[src/rtl/counter_sched_pkg.sv]
// Shared types and helpers for the counter op scheduler.
// Opcodes, FSM states and the op-apply function.
package counter_sched_pkg;

  localparam logic [1:0] OP_INC  = 2'b00;
  localparam logic [1:0] OP_DEC  = 2'b01;
  localparam logic [1:0] OP_ADD2 = 2'b10;
  localparam logic [1:0] OP_CLR  = 2'b11;

  typedef enum logic [1:0] {
    S_IDLE  = 2'd0,
    S_ISSUE = 2'd1,
    S_GAP   = 2'd2
  } state_e;

  // Result is truncated by the caller, so wrap is modulo 2^WIDTH.
  function automatic logic [31:0] apply_op(
    input logic [31:0] v,
    input logic [1:0]  op
  );
    logic [31:0] r;
    r = v;
    unique case (op)
      OP_INC:  r = v + 32'd1;
      OP_DEC:  r = v - 32'd1;
      OP_ADD2: r = v + 32'd2;
      OP_CLR:  r = 32'd0;
      default: r = v;
    endcase
    return r;
  endfunction

endpackage

[src/rtl/counter_op_scheduler_rr_arbiter.sv]
// Round-robin arbiter, purely combinational.
// Picks the first valid index at or after ptr.
module rr_arbiter #(
  parameter int N  = 4,
  parameter int PW = (N > 1) ? $clog2(N) : 1
) (
  input  logic [N-1:0]  valid,
  input  logic [PW-1:0] ptr,
  output logic [N-1:0]  grant,
  output logic [PW-1:0] ptr_next
);

  logic [PW-1:0] idx;
  logic          found;

  // Scan N positions starting at ptr; first valid wins.
  always_comb begin
    grant    = '0;
    ptr_next = ptr;
    found    = 1'b0;
    idx      = '0;
    for (int k = 0; k < N; k++) begin
      idx = PW'((int'(ptr) + k) % N);
      if (!found && valid[idx]) begin
        found      = 1'b1;
        grant[idx] = 1'b1;
        ptr_next   = (int'(idx) == N - 1) ? '0 : idx + 1'b1;
      end
    end
  end

endmodule

[src/rtl/counter_op_scheduler.sv]
// Shared-counter scheduler: pending slots, RR service,
// optional gap between ops, sticky drop flags.
module counter_op_scheduler
  import counter_sched_pkg::*;
#(
  parameter int WIDTH      = 4,
  parameter int NUM_REQ    = 4,
  parameter int GAP_CYCLES = 0
) (
  input  logic                 clk,
  input  logic                 rst_n,
  input  logic [NUM_REQ-1:0]   req,
  input  logic [2*NUM_REQ-1:0] req_op,
  input  logic                 ovf_clr,
  output logic [WIDTH-1:0]     count,
  output logic [NUM_REQ-1:0]   grant,
  output logic [NUM_REQ-1:0]   ovf,
  output logic                 busy
);

  localparam int PW = (NUM_REQ > 1) ? $clog2(NUM_REQ) : 1;
  localparam int GW = (GAP_CYCLES > 1) ? $clog2(GAP_CYCLES) : 1;
  localparam int GLOAD = (GAP_CYCLES > 0) ? GAP_CYCLES - 1 : 0;

  state_e               state_q, state_d;
  logic [NUM_REQ-1:0]   valid_q, valid_d;
  logic [2*NUM_REQ-1:0] op_q, op_d;
  logic [PW-1:0]        ptr_q, ptr_d;
  logic [GW-1:0]        gap_q, gap_d;
  logic [WIDTH-1:0]     count_q, count_d;
  logic [NUM_REQ-1:0]   grant_q, grant_d;
  logic [NUM_REQ-1:0]   ovf_q, ovf_d;
  logic                 busy_q, busy_d;

  logic [NUM_REQ-1:0] arb_grant;
  logic [PW-1:0]      arb_ptr;
  logic               issue_en;
  logic [1:0]         sel_op;
  logic [NUM_REQ-1:0] ovf_set;

  rr_arbiter #(
    .N  (NUM_REQ),
    .PW (PW)
  ) u_arb (
    .valid    (valid_q),
    .ptr      (ptr_q),
    .grant    (arb_grant),
    .ptr_next (arb_ptr)
  );

  // IDLE also issues so an uncontended op lands in 2 cycles.
  assign issue_en = (state_q != S_GAP) && (|valid_q);

  // Select the op of the granted slot.
  always_comb begin
    sel_op = OP_INC;
    for (int i = 0; i < NUM_REQ; i++) begin
      if (issue_en && arb_grant[i]) begin
        sel_op = op_q[2*i +: 2];
      end
    end
  end

  // Slot load/clear, drop detection and sticky overflow.
  always_comb begin
    valid_d = valid_q;
    op_d    = op_q;
    ovf_set = '0;
    for (int i = 0; i < NUM_REQ; i++) begin
      if (issue_en && arb_grant[i]) begin
        valid_d[i] = 1'b0;
      end
      if (req[i]) begin
        if (!valid_q[i] || (issue_en && arb_grant[i])) begin
          valid_d[i]      = 1'b1;
          op_d[2*i +: 2]  = req_op[2*i +: 2];
        end else begin
          ovf_set[i] = 1'b1;
        end
      end
    end
    ovf_d = (ovf_clr ? '0 : ovf_q) | ovf_set;
  end

  // Counter, grant pulse, pointer and busy next values.
  always_comb begin
    count_d = count_q;
    grant_d = '0;
    ptr_d   = ptr_q;
    if (issue_en) begin
      count_d = WIDTH'(apply_op(32'(count_q), sel_op));
      grant_d = arb_grant;
      ptr_d   = arb_ptr;
    end
    busy_d = (|valid_q) || (state_q == S_GAP);
  end

  // FSM next state and gap down-counter.
  always_comb begin
    state_d = state_q;
    gap_d   = gap_q;
    unique case (state_q)
      S_IDLE, S_ISSUE: begin
        if (issue_en) begin
          if (GAP_CYCLES > 0) begin
            state_d = S_GAP;
            gap_d   = GW'(GLOAD);
          end else begin
            state_d = (|valid_d) ? S_ISSUE : S_IDLE;
          end
        end else begin
          state_d = S_IDLE;
        end
      end
      S_GAP: begin
        if (gap_q == '0) begin
          state_d = (|valid_d) ? S_ISSUE : S_IDLE;
        end else begin
          gap_d = gap_q - 1'b1;
        end
      end
      default: begin
        state_d = S_IDLE;
        gap_d   = '0;
      end
    endcase
  end

  // All state registers.
  always_ff @(posedge clk or negedge rst_n) begin
    if (!rst_n) begin
      state_q <= S_IDLE;
      valid_q <= '0;
      op_q    <= '0;
      ptr_q   <= '0;
      gap_q   <= '0;
      count_q <= '0;
      grant_q <= '0;
      ovf_q   <= '0;
      busy_q  <= 1'b0;
    end else begin
      state_q <= state_d;
      valid_q <= valid_d;
      op_q    <= op_d;
      ptr_q   <= ptr_d;
      gap_q   <= gap_d;
      count_q <= count_d;
      grant_q <= grant_d;
      ovf_q   <= ovf_d;
      busy_q  <= busy_d;
    end
  end

  assign count = count_q;
  assign grant = grant_q;
  assign ovf   = ovf_q;
  assign busy  = busy_q;

endmodule
[config.mk]
export PLATFORM = sky130hd
export DESIGN_NAME = counter_op_scheduler
export DESIGN_NICKNAME = d
export VERILOG_FILES = /design/src/rtl/counter_sched_pkg.sv /design/src/rtl/counter_op_scheduler_rr_arbiter.sv /design/src/rtl/counter_op_scheduler.sv
export SDC_FILE = /design/constraint.sdc
export NUM_CORES = 1
export LEC_CHECK = 0
export CAP_MARGIN = 10
export CORE_AREA = 4 4 67 69
export DETAILED_ROUTE_END_ITERATION = 12
export DIE_AREA = 0 0 71 73
export GPL_TIMING_DRIVEN = 0
export PLACE_DENSITY_LB_ADDON = 0.08
export SYNTH_ARGS = -nofsm -noshare
export SYNTH_HDL_FRONTEND = slang
export SYNTH_SLANG_ARGS = --single-unit
[constraint.sdc]
create_clock -name clk -period 4.3 [get_ports clk]
set_input_delay 0.86 -clock clk [delete_from_list [all_inputs] [get_ports clk]]
set_output_delay 0.86 -clock clk [all_outputs]
set_load 0.02 [all_outputs]
# ---- After elaboration in Yosys (flattened, before gate mapping)
# Index checks and enable logic that the tools add are counted.
dict set report word_totals {
  register_bits 30
  output_inout_bits 13
}
dict set report classes {
  n_addsub 11
  n_lt_le_gt_ge 8
  eq_ne 11
  muxes 64
  bitwise_logic 4
  reduce_logical 35
}
# cell n
set op_table {}
lappend op_table {{$mux 1} 34}
lappend op_table {{$mux 2} 13}
lappend op_table {{$mux 4} 6}
lappend op_table {{$or 4x4->4} 4}
lappend op_table {{$pmux 4 s4} 1}
lappend op_table {{$eq 2x1->1 const B} 6}
lappend op_table {{$logic_and 1x1->1} 12}
lappend op_table {{$lt 2x3->1 const B} 4}
lappend op_table {{$add 2x1->2 const B} 5}
lappend op_table {{$reduce_and 2->1} 5}
lappend op_table {{$bmux 1 s2} 4}
lappend op_table {{$demux 1 s2} 4}
lappend op_table {{$ge 2x1->1 const B} 4}
lappend op_table {{$reduce_or 4->1} 2}
lappend op_table {{$logic_not 1->1} 7}
lappend op_table {{$eq 2x2->1 const B} 3}
lappend op_table {{$logic_or 1x1->1} 5}
lappend op_table {{$add 2x2->2 const B} 2}
lappend op_table {{$add 4x1->4 const B} 1}
lappend op_table {{$add 4x2->4 const B} 1}
lappend op_table {{$logic_not 2->1} 2}
lappend op_table {{$ne 2x2->1 const B} 2}
lappend op_table {{$pmux 2 s2} 1}
lappend op_table {{$reduce_bool 4->1} 1}
lappend op_table {{other kinds (4)} 4}

# ---- Logic depth before layout (Yosys ltp)
dict set report logic_depth {
  word_depth 20
  mapped_depth 18
}

# ---- Modules after synthesis
# Synthesis repeated with hierarchy kept, for this count alone.
dict set report hier_totals {
  cells_unflattened 179
  area_unflattened_um2 1780.5
}
# module instances cells_per_inst area_each_um2 seq_area_each_um2
set by_module_without_submodules {}
lappend by_module_without_submodules {counter_op_scheduler 1 126 1286.2 675.6}
lappend by_module_without_submodules {rr_arbiter 1 53 494.2 0.0}

# ---- Worst setup path before layout
# No wires, ideal clock.
dict set report synth_timing {
  path_kind {register -> register}
  start {reg ptr_q[0]}
  end {reg count_q[2] (netlist: count[2])}
  arrival_time_ps 3836
  slack_ps 338
  stages_incl_launch_ff 19
  path_buffers 3
  synth_period_minus_slack_ps 3962
  cell_sequence {dfrtp_1 -> buf_2 -> inv_1 -> ha_1 -> buf_2 -> mux4_2 -> nor4b_4 -> nand2_2 -> and2_4 -> buf_6 -> a31o_1 -> a221oi_4 -> and2b_2 -> xnor2_1 -> ha_1 -> nor2_1 -> mux2i_1 -> a21o_1 -> a221o_1}
}
dict set report synth_between {
  elab_chain_len 19
  elab_cells_between_ends 60
  cone_classes {add/sub: 3; order compare: 8; eq/ne: 3; mux: 28; bitwise: 3; reduce/logical: 15}
}
# item line_no
set synth_rtl {}
lappend synth_rtl {{start, declared} counter_op_scheduler.sv:28} ;# logic [PW-1:0] ptr_q, ptr_d;
lappend synth_rtl {{start signal, assigned} counter_op_scheduler.sv:145} ;# ptr_q <= ptr_d;
lappend synth_rtl {{parallel branches: the longest is 11 deep, another holds $lt 2x3->1} -}
lappend synth_rtl {{$mux 4 (*)} counter_op_scheduler_rr_arbiter.sv:24} ;# if (!found && valid[idx]) begin
lappend synth_rtl {{$logic_and 1x1->1} counter_op_scheduler.sv:58} ;# if (issue_en && arb_grant[i]) begin
lappend synth_rtl {{$mux 2 (3 in series)} counter_op_scheduler.sv:58}
lappend synth_rtl {{$mux 2 (*)} counter_op_scheduler.sv:58}
lappend synth_rtl {{$eq 2x2->1, or another cell as far along} counter_sched_pkg.sv:23} ;# unique case (op)
lappend synth_rtl {{$pmux 4 s4 (*)} counter_sched_pkg.sv:23}
lappend synth_rtl {{end signal, assigned} counter_op_scheduler.sv:147} ;# count_q <= count_d;
lappend synth_rtl {{end, declared} counter_op_scheduler.sv:30} ;# logic [WIDTH-1:0] count_q, count_d;
# Every way passes the cells marked *. The select of a mux whose other input is x is not followed.
# A chain may end at the register's enable or synchronous reset.

# ---- Final worst setup path
dict set report layout_timing {
  start {reg ptr_q[1]}
  end {reg count_q[2] (netlist: count[2])}
}
# The elaborated chain is that of the path after synthesis.

==> out/results.ini <==
[status]
status=complete, no violations

[pwr]
p_leak_nw=0.9979
power.share.switching=0.4291
p_seq_frac=0.220
powerDensity_mw_per_mm2=955.9
ir_drop_uv=500.5
pwr-share-comb=0.712
p_int_mw=1.219
clockPowerShare=0.068
p_switching_mw=0.9166

[finish]
final_layout_size_suffix_gt1_frac=0.2796
final_core_utilization=0.5710
nFillCells=361
antennaDiodeCount=0
nets=236
synthToLayoutAreaGrowth_pct=29.33

[synthesis]
synth-xor-area-share=0.01014
avgSynthCellArea_sq_um=10.41
synth_top_family_by_area=compound AO/OA/AOI/OAI gates
yosysTopAreaCellShare=0.3910
synth_cell_types=50
synth_area_sq_mm=0.001728
synth-simple-area-share=0.1586
synthMuxAreaShare=0.1398
synth-async-reset-ratio=1.000
synth_warnings=0
syn_inst=166
synth_ff_type=dfrtp_1
yosys.area.top_type=dfrtp_1
synth.yosys.seq_area_share=0.3910
synth_edf_count=0
synth_area_leaders=dfrtp_1, ha_1, mux2_2, mux4_2, nand2_1
synth_fa_ha_area_frac=0.06517
synth_compound_area_frac=0.1665
syn_nets=190
ys_seq_elements=27

[global_route]
grt_pass1_wl_um=6306
grt.total_usage=0.1523
grt_max_degree=28
grt_pass1_vias=1376
antenna_found_initial=0
gr-total-overflow=0

[clock_network]
clock-sinks=27
cts_tree=yes
clock_path_buffers=2
insertion_delay_ns=0.27
htreeDepth=1
cts_buffers=3
clkTransAtPathRegs_ns=0.09
cts_hold_buf=0
root_buffer=clkbuf_8

[setup_path]
critPathMaxFanout=7
slowest_delay_ns=0.46
required_ns=4.46
worst-setup-path-type=flop to flop
crit_family=compound AO/OA/AOI/OAI gates
path_buf_inv=4
critPathLaunchType=flop
critPathSlowestCell=dfrtp_1
worstPathCellList=buf_6 -> inv_1 -> ha_1 -> buf_2 -> mux4_2 -> nor4b_4 -> nand2_2 -> and2_4 -> buf_6 -> a31o_1 -> a221oi_4 -> and2b_2 -> xnor2_1 -> ha_1 -> nor2_1 -> mux2i_1 -> a21o_1 -> a221o_1
end_kind=flop
cp.arrival_ns=4.21

[sta]
fmax_mhz=247.1
hold_viol=0
setup_viol=0
period_share=0.9410
tightest_slew_ns=0.5986
min_period_ns=4.046
slew_violations=0
grt_setup_unrepaired=false
setup_tns_ns=0
skew_ns=0.005279
slew_headroom=0.6009

[die]
rows=23
die_w_um=71
core_area_sq_mm=0.003914
boundaryPins=28
die_h_um=73
start_util=0.4415
dieArea_sq_mm=0.005183

[drt]
vias=1358
antenna_left=0
vias_per_cell=5.203
drc=0
wl_um=3782
wl_per_cell_um=14.49
dr.pass1.iters=4
first_iter_violations=31

[placed_design]
gp_congestion=0.8711
io_buffers=27
dp_hpwl_um=2881

[flow_run]
maxCapViolCount=0

[min_path]
min_path_type=flop to flop

## final cells by class
cell class / count / area (sq um) / share of cell area
well taps: 50 / 62.56 / 0.02800
inverters: 19 / 75.07 / 0.03359
clock buffers: 3 / 41.29 / 0.01848
plain buffers: 7 / 53.80 / 0.02408
flip-flops and latches: 27 / 675.6 / 0.3024
repair buffers: 41 / 367.9 / 0.1646
clock inverters: 1 / 7.507 / 0.003359
multi-input cells: 113 / 950.9 / 0.4255
## logic make-up (layout without fill, tap and decap cells)
group                    Yosys count  count (layout)
AO/OA/AOI/OAI                     35              35
adder cells (fa/ha/maj)            9               9
XOR/XNOR                           2               2
flip-flops                        27              27
buffers and inverters             26              71
AND/OR/NAND/NOR                   49              49
multiplexers                      18              18
## state kept, by name, summed over array words and instances (netlist names)
signal	flops
valid_q	4
grant	4
ovf	4
op_q	8
count	4
busy	1
ptr_q	2
## cell usage after synthesis, types with 2 or more instances
cell,number
a21boi_0,3
a21oi_1,6
buf_2,5
buf_6,2
dfrtp_1,27
ha_1,9
inv_1,18
mux2_2,9
mux2i_1,5
mux4_2,4
nand2_1,20
nand3_1,3
nor2_1,7
nor3_1,2
o21ai_0,9
o22ai_1,3
## through the flow
step	instances	hold slack [ns]	cell area [sq um]	power (mW)	setup slack, ns
final	261	0.5071	2235	2.136	0.2537
after global routing	261	0.5287	2235	2.325	0.03045
after CTS	253	0.5135	2168	2.025	0.01830
after detailed placement	244	0.4903	2066	1.834	-0.1760
after global placement	243	0.4848	2061	1.782	-0.01672
after floorplan	166	0.4721	1728	1.502	0.3377
## power groups by stage
stage | Sequential, mW | Combinational, mW | Clock, mW
2_1_floorplan | 0.520 | 0.982 | 0
3_3_place_gp | 0.466 | 1.32 | 0
3_5_place_dp | 0.475 | 1.36 | 0
4_1_cts | 0.471 | 1.40 | 0.153
5_1_grt | 0.489 | 1.67 | 0.166
6_report | 0.471 | 1.52 | 0.146
## layout by cell type, fill, tap and decap left out, types with 2 or more instances in the layout
cell type / count
mux2_2: 9
inv_1: 17
nor2_1: 7
buf_2: 6
o22ai_1: 3
o21ai_0: 9
a21oi_1: 5
nor3_1: 2
buf_4: 13
nand3_1: 3
dfrtp_1: 27
clkdlybuf4s50_1: 26
a21boi_0: 3
nand2_1: 20
buf_6: 3
clkbuf_8: 3
ha_1: 9
mux2i_1: 5
mux4_2: 4
clkinvlp_4: 2
## metal layers
layer  global-route usage  share of wire  wire [um]  vias up
met5                    0              0          0        -
met4              0.04384         0.0053         20        0
met3              0.02066          0.036        137        2
met2               0.2729           0.52       1965       25
met1               0.1918           0.44       1658      663
li1                     -              -          -      668
## final timing paths
kind | depth (start not counted) | slack (ns) | to | from
max | 18 | 0.25 | count[2] | ptr_q[1]
min | 1 | 0.51 | op_q[7] | op_q[7]
max reg2reg | 18 | 0.25 | count[2] | ptr_q[1]
min reg2reg | 1 | 0.51 | op_q[7] | op_q[7]
max in group asynchronous | 1 | 3.33 | grant[1] | rst_n
min in group asynchronous | 1 | 0.58 | busy | rst_n
## repair_timing
action                                  CTS  global route
pin swaps                                 2             3
gates resized for setup                   4             5
endpoints found under the setup margin    1             2
setup buffers                             5             8
Power figures use the tool's default switching activity.
